--- src/rtl/branch_resolver_pipe.sv ---
`default_nettype none
// ============================================================================
// Module   : branch_resolver_pipe
// Purpose  : Branch/shift/compare unit. It resolves jumps and detects
//            mispredictions. Predictor updates are queued in a FIFO.
// Options  : BR_COMPRESSED_EN enables the compressed uops 18-21.
// Revision : 1.0 - initial release
// ============================================================================
module branch_resolver_pipe #(
    parameter int DATA_WIDTH = 32,
    parameter int UPD_DEPTH  = 4,
    parameter int TICKET_W   = 3,
    parameter int RAT_W      = 2,
    parameter int DEST_W     = 6
) (
    input  logic                  clk,
    input  logic                  rst,
    input  logic                  flush,
    input  logic                  in_valid,
    output logic                  in_ready,
    input  logic [4:0]            in_uop,
    input  logic [DATA_WIDTH-1:0] in_data1,
    input  logic [DATA_WIDTH-1:0] in_data2,
    input  logic [DATA_WIDTH-1:0] in_imm,
    input  logic [DATA_WIDTH-1:0] in_pc,
    input  logic                  in_pred_taken,
    input  logic [DATA_WIDTH-1:0] in_pred_target,
    input  logic [TICKET_W-1:0]   in_ticket,
    input  logic [RAT_W-1:0]      in_rat_id,
    input  logic [DEST_W-1:0]     in_dest,
    output logic                  ex_valid,
    output logic [DATA_WIDTH-1:0] ex_data,
    output logic [TICKET_W-1:0]   ex_ticket,
    output logic [DEST_W-1:0]     ex_dest,
    output logic                  ex_exc_valid,
    output logic [4:0]            ex_exc_cause,
    output logic                  redir_valid,
    output logic [DATA_WIDTH-1:0] redir_pc,
    output logic [TICKET_W-1:0]   redir_ticket,
    output logic [RAT_W-1:0]      redir_rat_id,
    output logic                  pr_valid,
    input  logic                  pr_ready,
    output logic                  pr_taken,
    output logic                  pr_is_comp,
    output logic [DATA_WIDTH-1:0] pr_orig_pc,
    output logic [DATA_WIDTH-1:0] pr_target,
    output logic [TICKET_W-1:0]   pr_ticket,
    output logic [RAT_W-1:0]      pr_rat_id
);

    localparam int SHW  = $clog2(DATA_WIDTH);
    localparam int PTRW = $clog2(UPD_DEPTH);
    localparam int CNTW = PTRW + 1;

    localparam logic [4:0] UOP_SLT   = 5'd0;
    localparam logic [4:0] UOP_SLTU  = 5'd1;
    localparam logic [4:0] UOP_SLTI  = 5'd2;
    localparam logic [4:0] UOP_SLTIU = 5'd3;
    localparam logic [4:0] UOP_SLL   = 5'd4;
    localparam logic [4:0] UOP_SRL   = 5'd5;
    localparam logic [4:0] UOP_SRA   = 5'd6;
    localparam logic [4:0] UOP_SLLI  = 5'd7;
    localparam logic [4:0] UOP_SRLI  = 5'd8;
    localparam logic [4:0] UOP_SRAI  = 5'd9;
    localparam logic [4:0] UOP_JAL   = 5'd10;
    localparam logic [4:0] UOP_JALR  = 5'd11;
    localparam logic [4:0] UOP_BEQ   = 5'd12;
    localparam logic [4:0] UOP_BNE   = 5'd13;
    localparam logic [4:0] UOP_BLT   = 5'd14;
    localparam logic [4:0] UOP_BLTU  = 5'd15;
    localparam logic [4:0] UOP_BGE   = 5'd16;
    localparam logic [4:0] UOP_BGEU  = 5'd17;
`ifdef BR_COMPRESSED_EN
    localparam logic [4:0] UOP_CJR   = 5'd18;
    localparam logic [4:0] UOP_CJ    = 5'd19;
    localparam logic [4:0] UOP_CBEQZ = 5'd20;
    localparam logic [4:0] UOP_CBNEZ = 5'd21;
`endif

    typedef struct packed {
        logic                  taken;
        logic                  is_comp;
        logic [DATA_WIDTH-1:0] pc;
        logic [DATA_WIDTH-1:0] target;
        logic [TICKET_W-1:0]   ticket;
        logic [RAT_W-1:0]      rat_id;
    } upd_entry_t;

    // ------------------------------------------------------------------
    // Operand preparation
    // ------------------------------------------------------------------
    logic                  imm_cmp;
    logic                  imm_shift;
    logic [DATA_WIDTH-1:0] cmp_b;
    logic [SHW-1:0]        shamt;
    logic                  lt_s;
    logic                  lt_u;
    logic                  eq;
    logic                  data1_zero;
    logic [DATA_WIDTH-1:0] br_target;
    logic [DATA_WIDTH-1:0] jalr_sum;
    logic [DATA_WIDTH-1:0] link4;
    logic [DATA_WIDTH-1:0] link2;
    logic                  misaligned;

    assign imm_cmp    = (in_uop == UOP_SLTI) || (in_uop == UOP_SLTIU);
    assign imm_shift  = (in_uop == UOP_SLLI) || (in_uop == UOP_SRLI) || (in_uop == UOP_SRAI);
    assign cmp_b      = imm_cmp ? in_imm : in_data2;
    assign shamt      = imm_shift ? in_imm[SHW-1:0] : in_data2[SHW-1:0];
    assign lt_s       = $signed(in_data1) < $signed(cmp_b);
    assign lt_u       = in_data1 < cmp_b;
    assign eq         = in_data1 == in_data2;
    assign data1_zero = in_data1 == '0;
    assign br_target  = in_pc + in_imm;
    assign jalr_sum   = in_data1 + in_imm;
    assign link4      = in_pc + DATA_WIDTH'(4);
    assign link2      = in_pc + DATA_WIDTH'(2);

`ifdef BR_COMPRESSED_EN
    assign misaligned = br_target[0];
`else
    assign misaligned = |br_target[1:0];
`endif

    // ------------------------------------------------------------------
    // Decode / resolve
    // ------------------------------------------------------------------
    logic                  is_jump;
    logic                  is_comp;
    logic                  taken;
    logic                  exc;
    logic [4:0]            cause;
    logic [DATA_WIDTH-1:0] result;
    logic [DATA_WIDTH-1:0] target;

    always_comb begin
        result  = '0;
        target  = br_target;
        taken   = 1'b0;
        is_jump = 1'b0;
        is_comp = 1'b0;
        exc     = 1'b0;
        cause   = 5'd0;
        case (in_uop)
            UOP_SLT, UOP_SLTI:   result = DATA_WIDTH'(lt_s);
            UOP_SLTU, UOP_SLTIU: result = DATA_WIDTH'(lt_u);
            UOP_SLL, UOP_SLLI:   result = in_data1 << shamt;
            UOP_SRL, UOP_SRLI:   result = in_data1 >> shamt;
            UOP_SRA, UOP_SRAI:   result = $unsigned($signed(in_data1) >>> shamt);
            UOP_JAL: begin
                is_jump = 1'b1;
                taken   = 1'b1;
                result  = link4;
                exc     = misaligned;
                cause   = misaligned ? 5'd1 : 5'd0;
            end
            UOP_JALR: begin
                is_jump = 1'b1;
                taken   = 1'b1;
                target  = {jalr_sum[DATA_WIDTH-1:1], 1'b0};
                result  = link4;
            end
            UOP_BEQ:  begin is_jump = 1'b1; taken = eq;    end
            UOP_BNE:  begin is_jump = 1'b1; taken = !eq;   end
            UOP_BLT:  begin is_jump = 1'b1; taken = lt_s;  end
            UOP_BLTU: begin is_jump = 1'b1; taken = lt_u;  end
            UOP_BGE:  begin is_jump = 1'b1; taken = !lt_s; end
            UOP_BGEU: begin is_jump = 1'b1; taken = !lt_u; end
`ifdef BR_COMPRESSED_EN
            UOP_CJR: begin
                is_jump = 1'b1;
                is_comp = 1'b1;
                taken   = 1'b1;
                target  = in_data1;
                result  = link2;
            end
            UOP_CJ: begin
                is_jump = 1'b1;
                is_comp = 1'b1;
                taken   = 1'b1;
                result  = link2;
            end
            UOP_CBEQZ: begin is_jump = 1'b1; is_comp = 1'b1; taken = data1_zero;  end
            UOP_CBNEZ: begin is_jump = 1'b1; is_comp = 1'b1; taken = !data1_zero; end
`endif
            default: begin
                exc   = 1'b1;
                cause = 5'd2;
            end
        endcase
    end

    logic [DATA_WIDTH-1:0] fallthrough;
    logic [DATA_WIDTH-1:0] resolved_pc;
    logic                  mispredict;

    assign fallthrough = is_comp ? link2 : link4;
    assign resolved_pc = taken ? target : fallthrough;
    assign mispredict  = is_jump &&
                         ((taken != in_pred_taken) || (taken && (target != in_pred_target)));

    // ------------------------------------------------------------------
    // Handshakes
    // ------------------------------------------------------------------
    logic [CNTW-1:0] count_q, count_d;
    logic [PTRW-1:0] wr_ptr_q, wr_ptr_d;
    logic [PTRW-1:0] rd_ptr_q, rd_ptr_d;
    logic            accept;
    logic            push;
    logic            pop;

    assign in_ready = count_q != CNTW'(UPD_DEPTH);
    assign pr_valid = count_q != '0;
    assign accept   = in_valid && in_ready && !flush;
    assign push     = accept && is_jump;
    assign pop      = pr_valid && pr_ready;
    assign wr_ptr_d = push ? wr_ptr_q + PTRW'(1) : wr_ptr_q;
    assign rd_ptr_d = pop  ? rd_ptr_q + PTRW'(1) : rd_ptr_q;
    assign count_d  = count_q + CNTW'(push) - CNTW'(pop);

    // ------------------------------------------------------------------
    // Update FIFO
    // ------------------------------------------------------------------
    upd_entry_t mem_q [UPD_DEPTH];

    always_ff @(posedge clk) begin
        if (rst) begin
            count_q  <= '0;
            wr_ptr_q <= '0;
            rd_ptr_q <= '0;
            for (int i = 0; i < UPD_DEPTH; i++) begin
                mem_q[i] <= '0;
            end
        end else begin
            count_q  <= count_d;
            wr_ptr_q <= wr_ptr_d;
            rd_ptr_q <= rd_ptr_d;
            if (push) begin
                mem_q[wr_ptr_q] <= '{taken:   taken,
                                     is_comp: is_comp,
                                     pc:      in_pc,
                                     target:  resolved_pc,
                                     ticket:  in_ticket,
                                     rat_id:  in_rat_id};
            end
        end
    end

    assign pr_taken   = mem_q[rd_ptr_q].taken;
    assign pr_is_comp = mem_q[rd_ptr_q].is_comp;
    assign pr_orig_pc = mem_q[rd_ptr_q].pc;
    assign pr_target  = mem_q[rd_ptr_q].target;
    assign pr_ticket  = mem_q[rd_ptr_q].ticket;
    assign pr_rat_id  = mem_q[rd_ptr_q].rat_id;

    // ------------------------------------------------------------------
    // Writeback / redirect register; valids last exactly one cycle
    // ------------------------------------------------------------------
    logic                  ex_valid_q, ex_exc_valid_q, redir_valid_q;
    logic [DATA_WIDTH-1:0] ex_data_q, redir_pc_q;
    logic [TICKET_W-1:0]   ex_ticket_q, redir_ticket_q;
    logic [DEST_W-1:0]     ex_dest_q;
    logic [4:0]            ex_exc_cause_q;
    logic [RAT_W-1:0]      redir_rat_id_q;

    always_ff @(posedge clk) begin
        if (rst) begin
            ex_valid_q     <= 1'b0;
            ex_exc_valid_q <= 1'b0;
            redir_valid_q  <= 1'b0;
            ex_data_q      <= '0;
            ex_ticket_q    <= '0;
            ex_dest_q      <= '0;
            ex_exc_cause_q <= '0;
            redir_pc_q     <= '0;
            redir_ticket_q <= '0;
            redir_rat_id_q <= '0;
        end else begin
            ex_valid_q     <= accept;
            ex_exc_valid_q <= accept && exc;
            redir_valid_q  <= accept && mispredict;
            if (accept) begin
                ex_data_q      <= result;
                ex_ticket_q    <= in_ticket;
                ex_dest_q      <= in_dest;
                ex_exc_cause_q <= cause;
                redir_pc_q     <= resolved_pc;
                redir_ticket_q <= in_ticket;
                redir_rat_id_q <= in_rat_id;
            end
        end
    end

    assign ex_valid     = ex_valid_q;
    assign ex_data      = ex_data_q;
    assign ex_ticket    = ex_ticket_q;
    assign ex_dest      = ex_dest_q;
    assign ex_exc_valid = ex_exc_valid_q;
    assign ex_exc_cause = ex_exc_cause_q;
    assign redir_valid  = redir_valid_q;
    assign redir_pc     = redir_pc_q;
    assign redir_ticket = redir_ticket_q;
    assign redir_rat_id = redir_rat_id_q;

endmodule
`default_nettype wire

--- config.mk ---
export PLATFORM = sky130hd
export DESIGN_NAME = branch_resolver_pipe
export DESIGN_NICKNAME = d
export VERILOG_FILES = /design/src/rtl/branch_resolver_pipe.sv
export SDC_FILE = /design/constraint.sdc
export NUM_CORES = 1
export LEC_CHECK = 0
export BUFFER_PORTS_ARGS = -buffer_cell sky130_fd_sc_hd__buf_2
export CORE_MARGIN = 2
export CORE_UTILIZATION = 47
export DETAILED_ROUTE_END_ITERATION = 8
export PLACE_DENSITY = 0.76
export SETUP_SLACK_MARGIN = 0.05
export SYNTH_ARGS = -nofsm -noshare
export SYNTH_HDL_FRONTEND = slang
export SYNTH_SLANG_ARGS = --single-unit
--- constraint.sdc ---
create_clock -name clk -period 7.4 [get_ports clk]
set_clock_uncertainty 0.1 [all_clocks]
set_input_delay 2.22 -clock clk [delete_from_list [all_inputs] [get_ports clk]]
set_output_delay 2.22 -clock clk [all_outputs]
set_load 0.01 [all_outputs]
# After elaboration in Yosys (flattened, before gate mapping)
# Memory sizes are Yosys's and may differ from the RTL's. A register that Yosys moved wholly into a read port is not among the register bits.
# Cells that the tools add are included.
[classes]
addsub = 7
magnitude_cmp = 2
eq_ne = 21
n_shift = 3
n_mux = 20
reduce_logical = 28
[ops]
columns = ["operator", "count"]
rows = [
  ["$pmux W32 S6", 1],
  ["$mux W32", 3],
  ["$mux W70", 1],
  ["$reduce_or A70 Y1", 1],
  ["$add A32 B32 Y32", 2],
  ["$lt A32 B32 Y1", 2],
  ["$eq A5 B4 Y1 const B", 8],
  ["$add A32 B3 Y32 const B", 1],
  ["$eq A32 B32 Y1", 1],
  ["$ne A32 B32 Y1", 1],
  ["$shl A32 B5 Y32", 1],
  ["$shr A32 B5 Y32", 1],
  ["$sshr A32 B5 Y32", 1],
  ["$eq A5 B3 Y1 const B", 4],
  ["$reduce_or A17 Y1", 1],
  ["$reduce_or A2 Y1", 7],
  ["$eq A5 B2 Y1 const B", 2],
  ["$eq A5 B5 Y1 const B", 2],
  ["$logic_and A1 B1 Y1", 8],
  ["$mux W1", 8],
  ["$reduce_or A8 Y1", 1],
  ["$pmux W1 S7", 1],
  ["$mux W2", 3],
  ["$eq A5 B1 Y1 const B", 1],
  ["12 further kinds", 19],
]
[totals]
regBits = 90
ram_bits = 280
inputBits = 182
elab_cells = 94
n_memories = 1
[mem_list]
columns = ["memory", "words", "word_bits", "read_ports", "rd_ports_with_merged_regs", "write_ports", "line_no", "source"]
rows = [
  ["mem_q", 4, 70, 1, 1, 4, "224", "upd_entry_t mem_q [UPD_DEPTH];"],
]

# Depth between registers and ports, before layout
# Gate-level depths: netlist of the first run.
[depth]
depth_word = 10
depth_mapped = 17

# Least setup slack after synthesis of the first run
# No wires, ideal clock.
[synth_timing]
kind = "input port to flip-flop"
from = "input in_uop[1]"
to = "memory mem_q[0][0] in the netlist's numbering (enable)"
setup_ns = 0.440
arrival_time_ns = 5.879
slack_ns = 0.982
cell_stages = 8
cell_sequence = "clkbuf_1 > nor4b_1 > o21ai_1 > or2_2 > clkbuf_1 > or3_1 > clkbuf_1 > nand2b_1"
[synth_lines]
columns = ["item", "line_no", "source"]
rows = [
  ["start: declaration", "21", "input logic [4:0] in_uop,"],
  ["end: declaration", "224", ""],
]

# Final worst setup path of the first run
[layout_timing]
from = "input in_uop[4]"
to = "register redir_pc_q[15], in the netlist redir_pc[15]"
[layout_via]
elab_chain_len = 7
word_cells_on_any_way = 20
cone_classes = "order compare: 2; eq/ne: 10; mux: 4; reduce/logical: 4"
[layout_rtl]
columns = ["item", "line_no", "source"]
rows = [
  ["$eq A5 B2 Y1", "106", "assign imm_cmp = (in_uop == UOP_SLTI) || (in_uop == UOP_SLTIU);"],
  ["$logic_or A1 B1 Y1", "106", ""],
  ["$mux W32", "108", "assign cmp_b = imm_cmp ? in_imm : in_data2;"],
  ["$lt A32 B32 Y1, on equally long branches", "111, 110", ""],
  ["$logic_not A1 Y1, on equally long branches", "168, 167", ""],
  ["$pmux W1 S7", "144", "case (in_uop)"],
  ["$mux W32 *", "198", "assign resolved_pc = taken ? target : fallthrough;"],
  ["end signal: assignment", "287", "redir_pc_q <= resolved_pc;"],
  ["end: declaration", "260", "logic [DATA_WIDTH-1:0] ex_data_q, redir_pc_q;"],
]
# Mark *: on every way between the ends. The rest lies on a longest branch, timed or not.
# A chain may end at the register's enable or synchronous reset.

==> results of run 1 <==
-- logic make-up (layout without fill, tap and decap cells) --
| group | Yosys count | after routing | synth area share |
|---|---|---|---|
| AO/OA/AOI/OAI | 640 | 640 | 0.155 |
| flip-flops | 369 | 369 | 0.384 |
| buffers and inverters | 260 | 514 | 0.0429 |
| multiplexers | 270 | 270 | 0.150 |
| other | 1 | 10 | 0.000141 |
| XOR/XNOR | 131 | 131 | 0.0454 |
| adder cells (fa/ha/maj) | 98 | 98 | 0.0471 |
| AND/OR/NAND/NOR | 1002 | 1002 | 0.176 |
-- cell usage in the layout (no fill, tap or decap), types with 86 or more instances in the layout --
master,n
mux2i_1,147
a21oi_1,220
xnor2_1,86
nand2_1,232
buf_2,335
dfxtp_1,87
mux4_2,98
o21ai_0,121
ha_1,95
edfxtp_1,280
nor2_1,416
-- layout make-up --
cell class | instances | area share
Multi-Input combinational cell | 2145 | 0.511
Antenna cell | 6 | 0.000502
Clock buffer | 48 | 0.0323
Sequential cell | 369 | 0.341
Timing Repair Buffer | 388 | 0.0701
Inverter | 60 | 0.00752
Tap cell | 756 | 0.0316
Clock inverter | 18 | 0.00593
-- sequential cells by signal, summed over array words and instances (netlist names), 2 cells and up, named ones only --
signal        flops
mem_q           280
wr_ptr_q          2
redir_pc         32
ex_data          32
redir_rat_id      2
rd_ptr_q          2
ex_exc_cause      2
count_q           3
ex_dest           6
redir_ticket      3
-- final timing paths --
kind                            startpoint           end  slack, ns  cells past startpoint
worst max-delay path             in_uop[4]  redir_pc[15]       1.28                     17
worst min-delay path            ex_data[3]    ex_data[3]       0.35                      2
worst max register to register  count_q[1]   mem_q[0][9]       3.09                     11
worst min register to register  ex_data[3]    ex_data[3]       0.35                      2
-- worst max-delay path: cells and delay by family --
kind | cells | cell delay, ns
AO/OA/AOI/OAI | 6 | 1.57
buffers and inverters | 4 | 0.91
AND/OR/NAND/NOR | 5 | 1.13
adder cells (fa/ha/maj) | 1 | 0.27
multiplexers | 1 | 0.22
-- report_power, final --
part / switching (mW) / leakage, nW / total [mW] / internal, mW
Sequential: 0.0818 / 3.62 / 2.41 / 2.33
Combinational: 1.35 / 7.80 / 2.21 / 0.864
Clock: 0.815 / 0.552 / 1.82 / 1.00
Total: 2.24 / 12.0 / 6.44 / 4.20
-- metrics by stage --
step / utilization / instances / instance area, um2 / total power, mW
floorplan: - / 2774 / 26500 / 3.84
global placement: 0.513 / 3718 / 28800 / 4.61
detailed placement: 0.513 / 3718 / 28800 / 4.62
CTS: 0.534 / 3784 / 29900 / 6.41
global route: 0.534 / 3789 / 29900 / 6.68
finish: 0.534 / 3790 / 29900 / 6.44
-- per-layer routing --
layer / part of all wire / track usage / vias up
met5: 0.00023 / 0 / -
met4: 0.056 / 0.166 / 4
met3: 0.12 / 0.0646 / 275
met2: 0.43 / 0.494 / 1692
met1: 0.39 / 0.452 / 11530
li1: - / - / 10760
==> flow_summary.json, run 1 <==
{
  "status": "completed",
  "cts_tree": "yes",
  "synth-warning-count": 0,
  "synth-edff-count": 280,
  "drv_cap": 0,
  "seqCellArea_um2": 10200,
  "dieHeight_um": 242,
  "drcViolationCount": 0,
  "period_share": 0.827,
  "postRouteWirelength_mm": 99.0,
  "setup_ws_ns": 1.28,
  "gr-total-overflow": 0,
  "grt_start_max_net_pins": 75,
  "peakVddDrop_mv": 0.182,
  "postRouteAntennaNets": 0,
  "setup_viol": 0,
  "cts_hold_buf": 0,
  "crit_type": "input pin to flip-flop",
  "min_path_type": "flip-flop to flip-flop",
  "antenna_found_initial": 11,
  "worst_slew_pin_slew_ns": 1.16,
  "rows": 87,
  "clk-insertion-delay-late_ns": 0.54,
  "place.gp.congestion": 1.04,
  "rsz0062_at_grt": "no",
  "syn-instance-count": 2771,
  "via_count": 24261,
  "p_leak_nw": 12.0,
  "worst_hold_slack_ns": 0.353,
  "cts_setup_buffers": 0,
  "slew_headroom": 0.221,
  "avgSynthCellArea_um2": 9.57,
  "slowest_delay_ns": 0.55,
  "cts_root_buf": "clkbuf_16",
  "fillers": 5009,
  "layout-drive-gt1-share": 0.197,
  "fin_setup_tns_ns": 0,
  "ys_seq_elements": 369,
  "ctsResizeCount": 0,
  "ys_seq_area_frac": 0.384,
  "clock_path_buffers": 3,
  "ys.flop_type": "edfxtp_1",
  "io_buffers": 336,
  "start_util": 0.473,
  "vias_per_cell": 6.40,
  "grt_usage": 0.328,
  "ctsHtreeMaxLevel": 2,
  "yosysMostFrequentCell": "nor2_1",
  "clk_pin_slew_ns": 0.06,
  "arrival_ns": 6.43,
  "grt_pass1_vias": 22560,
  "max_freq_mhz": 163,
  "critPathLaunchType": "input pin",
  "pin_count": 341,
  "path_max_fanout": 42,
  "async_flop_share": 0,
  "cts_inserted_buffers": 36,
  "pre_cts_slack_ns": 0.826,
  "die_width_um": 242,
  "area_delta_synth_final_pct": 12.9,
  "fin_nets": 3280,
  "synthTopCellsByArea": "edfxtp_1 32%, mux4_2 8.3%, dfxtp_1 6.7%",
  "place_hpwl_mm": 74.0,
  "end_kind": "flip-flop",
  "final_hold_viol_count": 0,
  "cts_num_sinks": 369,
  "maxSlewViolCount": 0,
  "critPathSlowestCell": "o31ai_1",
  "grt_first_pass_wirelength_mm": 145,
  "cp_cell_sequence": "buf_2, nor4b_4, buf_12, mux2i_1, ha_1, a211oi_1, o21ai_0, o221ai_1, a21boi_0, or4_1, nand4_1, buf_12, inv_2, o31ai_1, nor2_1, a21oi_1, nor2_1",
  "synth_cell_types": 90,
  "synth_top_area_cell": "edfxtp_1",
  "syn_area_um2": 26500,
  "synth_common_cells": "417 x nor2_1, 280 x edfxtp_1, 233 x nand2_1, 221 x a21oi_1, 150 x mux2i_1",
  "wl_per_cell_um": 26.1,
  "fin_crit_ns": 6.12,
  "drt-initial-drc-count": 3840,
  "core_area_um2": 56100,
  "yosysTopAreaCellShare": 0.317,
  "die_area_um2": 58300,
  "cellPowerDensity_nw_per_um2": 215,
  "required_ns": 7.71,
  "first_pass_iters": 7,
  "multi_input_area_um2": 15300
}
(Power assumes the default switching activity.)
==> run 2, diff against run 1 <==
- ABC_AREA: not set -> 1
- PLACE_DENSITY: 0.76 -> 0.78
- clock period: 7.4 -> 5.56 ns (I/O delays scaled with it)
==> run 2 against run 1 <==
Net effect:
- non-clock buffer count grew 2
- worst hold slack improved by 0.011 ns
- via count increased by 21%
- final area is 4.0% higher
- die area grew 3.3%
- clock-buffer cell count is 1 lower
- critical endpoint is now pr_target[18]
- worst setup slack got worse by 0.54 ns
==> flow_summary.json, run 2 <==
{
  "layout-drive-gt1-share": 0.121,
  "via_count": 29340,
  "syn-instance-count": 4061,
  "postRouteWirelength_mm": 112,
  "ctsHtreeMaxLevel": 2,
  "worst_slew_pin_slew_ns": 1.04,
  "period_share": 0.867,
  "synth_cell_types": 55,
  "grt_usage": 0.363,
  "clock_path_buffers": 3,
  "grt_pass1_vias": 26972,
  "pin_count": 341,
  "cts_tree": "yes",
  "crit_type": "flip-flop to output pin",
  "final_cell_area_um2": 31100,
  "p_leak_nw": 15.0,
  "synthAdderAreaFrac": 0.0456,
  "avgSynthCellArea_um2": 6.75,
  "critPathLaunchType": "flip-flop",
  "path_max_fanout": 54,
  "area_delta_synth_final_pct": 13.6,
  "fin_setup_tns_ns": 0,
  "gr-total-overflow": 0,
  "dieHeight_um": 245,
  "die_width_um": 245,
  "ys_seq_area_frac": 0.372,
  "ys.flop_type": "edfxtp_1",
  "maxSlewViolCount": 0,
  "final_core_util": 0.540,
  "antenna_found_initial": 7,
  "synth-edff-count": 280,
  "path_buf_inv": 3,
  "io_buffers": 336,
  "min_path_type": "flip-flop to flip-flop",
  "p_total_mw": 8.91,
  "place_hpwl_mm": 84.3,
  "start_util": 0.475,
  "yosysMostFrequentCell": "nand2_1",
  "async_flop_share": 0,
  "required_ns": 3.79,
  "setup_ws_ns": 0.740,
  "end_kind": "output pin",
  "clk-insertion-delay-late_ns": 0.53,
  "critPathTopFamily": "buffers and inverters",
  "synth-warning-count": 0,
  "yosysTopAreaCellShare": 0.307,
  "vias_per_cell": 5.75,
  "largest-register": "mem_q",
  "grt_first_pass_wirelength_mm": 165,
  "yosys.area_share.simple": 0.322,
  "drcViolationCount": 0,
  "rsz0062_at_grt": "no",
  "crit_cells": 5,
  "status": "completed",
  "cts_hold_buf": 0,
  "synth_top_family_by_area": "simple AND/OR/NAND/NOR gates",
  "die_area_um2": 60300,
  "wl_per_cell_um": 22.0,
  "core_area_um2": 57700,
  "cts_root_buf": "clkbuf_16",
  "clk_pin_slew_ns": 0.06,
  "synth_xor_area_frac": 0.0205,
  "synthMuxAreaShare": 0.0113,
  "drt-initial-drc-count": 3698,
  "grt_start_max_net_pins": 97,
  "final_cell_mix": "1,092 x nand2_1, 643 x nor2_1, 462 x inv_1, 336 x buf_2, 280 x edfxtp_1",
  "synth_compound_area_frac": 0.132,
  "cts_inserted_buffers": 36,
  "place_area_um2": 29900,
  "final_hold_viol_count": 0,
  "setup_viol": 0,
  "synth_top_area_cell": "edfxtp_1",
  "place.gp.congestion": 1.07,
  "drv_cap": 0,
  "largest_reg_flops": 280,
  "rows": 88,
  "peakVddDrop_mv": 0.256,
  "fin_crit_ns": 4.82,
  "first_pass_iters": 7,
  "critPathSlowestCell": "dfxtp_4",
  "ys_seq_elements": 369,
  "layout_commonest_cell": "nand2_1",
  "cts_setup_buffers": 0,
  "synthTopCellsByArea": "edfxtp_1 31%, nand2_1 15%, nor2_1 8.8%",
  "cts_num_sinks": 369,
  "max_freq_mhz": 207,
  "syn_area_um2": 27400,
  "slowest_delay_ns": 0.65,
  "postRouteAntennaNets": 0,
  "fillers": 5649,
  "reg2reg_depth": 10,
  "synth_common_cells": "1,096 x nand2_1, 643 x nor2_1, 465 x inv_1, 280 x edfxtp_1, 259 x nand3_1",
  "slew_headroom": 0.305,
  "ctsResizeCount": 0,
  "arrival_ns": 3.05,
  "cellPowerDensity_nw_per_um2": 286,
  "pre_cts_slack_ns": 0.386,
  "holdPathStages": 2,
  "cp_cell_sequence": "clkinv_2, buf_4, o21ai_0, o22ai_1, buf_2",
  "fin_nets": 4588
}
run 2: cell types whose count changed in the layout (fill, tap and decap cells not counted), moves of 48 or more:
cell,change
mux2i_1,-116
nand3_1,+203
o22ai_1,+61
inv_1,+403
o21ai_1,+116
a21oi_1,-95
nand2_1,+860
nor2_1,+227
xnor2_1,-48
and2_1,-56
o21ai_0,+135
mux4_2,-98
run 2: kinds of logic after synthesis:
| kind of cell | after synthesis |
|---|---|
| AO/OA/AOI/OAI | 658 |
| XOR/XNOR | 64 |
| adder cells (fa/ha/maj) | 98 |
| buffers and inverters | 677 |
| flip-flops | 369 |
| multiplexers | 31 |
| other | 1 |
| AND/OR/NAND/NOR | 2163 |
run 2: path summary, 6_finish.rpt:
path	start	slack [ns]	endpoint
setup reg to reg	count_q[1]	2.74	ex_exc_valid
setup / recovery	flip-flop	0.74	pr_target[18]
hold / removal	ex_data[24]	0.36	ex_data[24]
hold reg to reg	ex_data[24]	0.36	ex_data[24]
run 2: worst reg2reg max path: stages (launching register included):
cell	delay, ns
dfxtp_1	0.43
nor2_1	0.07
nand2_1	0.13
nand3_2	0.14
buf_4	0.39
clkinv_2	0.14
buf_4	0.52
nand2_1	0.15
a221oi_1	0.28
nand4_1	0.23
a21oi_1	0.18
run 2: where the power goes:
| group | leakage, nW | internal, mW | switching [mW] |
|---|---|---|---|
| sequential | 3.62 | 3.12 | 0.118 |
| clock | 0.593 | 1.53 | 1.07 |
| combinational | 10.7 | 0.940 | 2.14 |
| total | 15.0 | 5.59 | 3.33 |
run 2: final cells by class:
class / count / area [um2] / area share
diodes: 5 / 12.5 / 0.000402
well taps: 765 / 957 / 0.0307
flip-flops and latches: 369 / 10200 / 0.327
inverters: 493 / 1850 / 0.0595
clock buffers: 47 / 973 / 0.0313
repair buffers: 390 / 2220 / 0.0714
clock inverters: 19 / 268 / 0.00860
multi-input cells: 3018 / 14700 / 0.471
run 2: layer usage:
layer  track usage  share of wire  wire length, um
met3        0.0514           0.10            11500
met1         0.476           0.39            43700
met5             0        0.00038               43
met4         0.239          0.076             8500
met2         0.561           0.43            48500
run 2: metrics by stage:
stage | cells | hold slack [ns]
5_1_grt | 5105 | 0.381
3_3_place_gp | 5035 | 0.346
4_1_cts | 5101 | 0.364
6_report | 5106 | 0.365
3_5_place_dp | 5035 | 0.353
2_1_floorplan | 4064 | 0.337
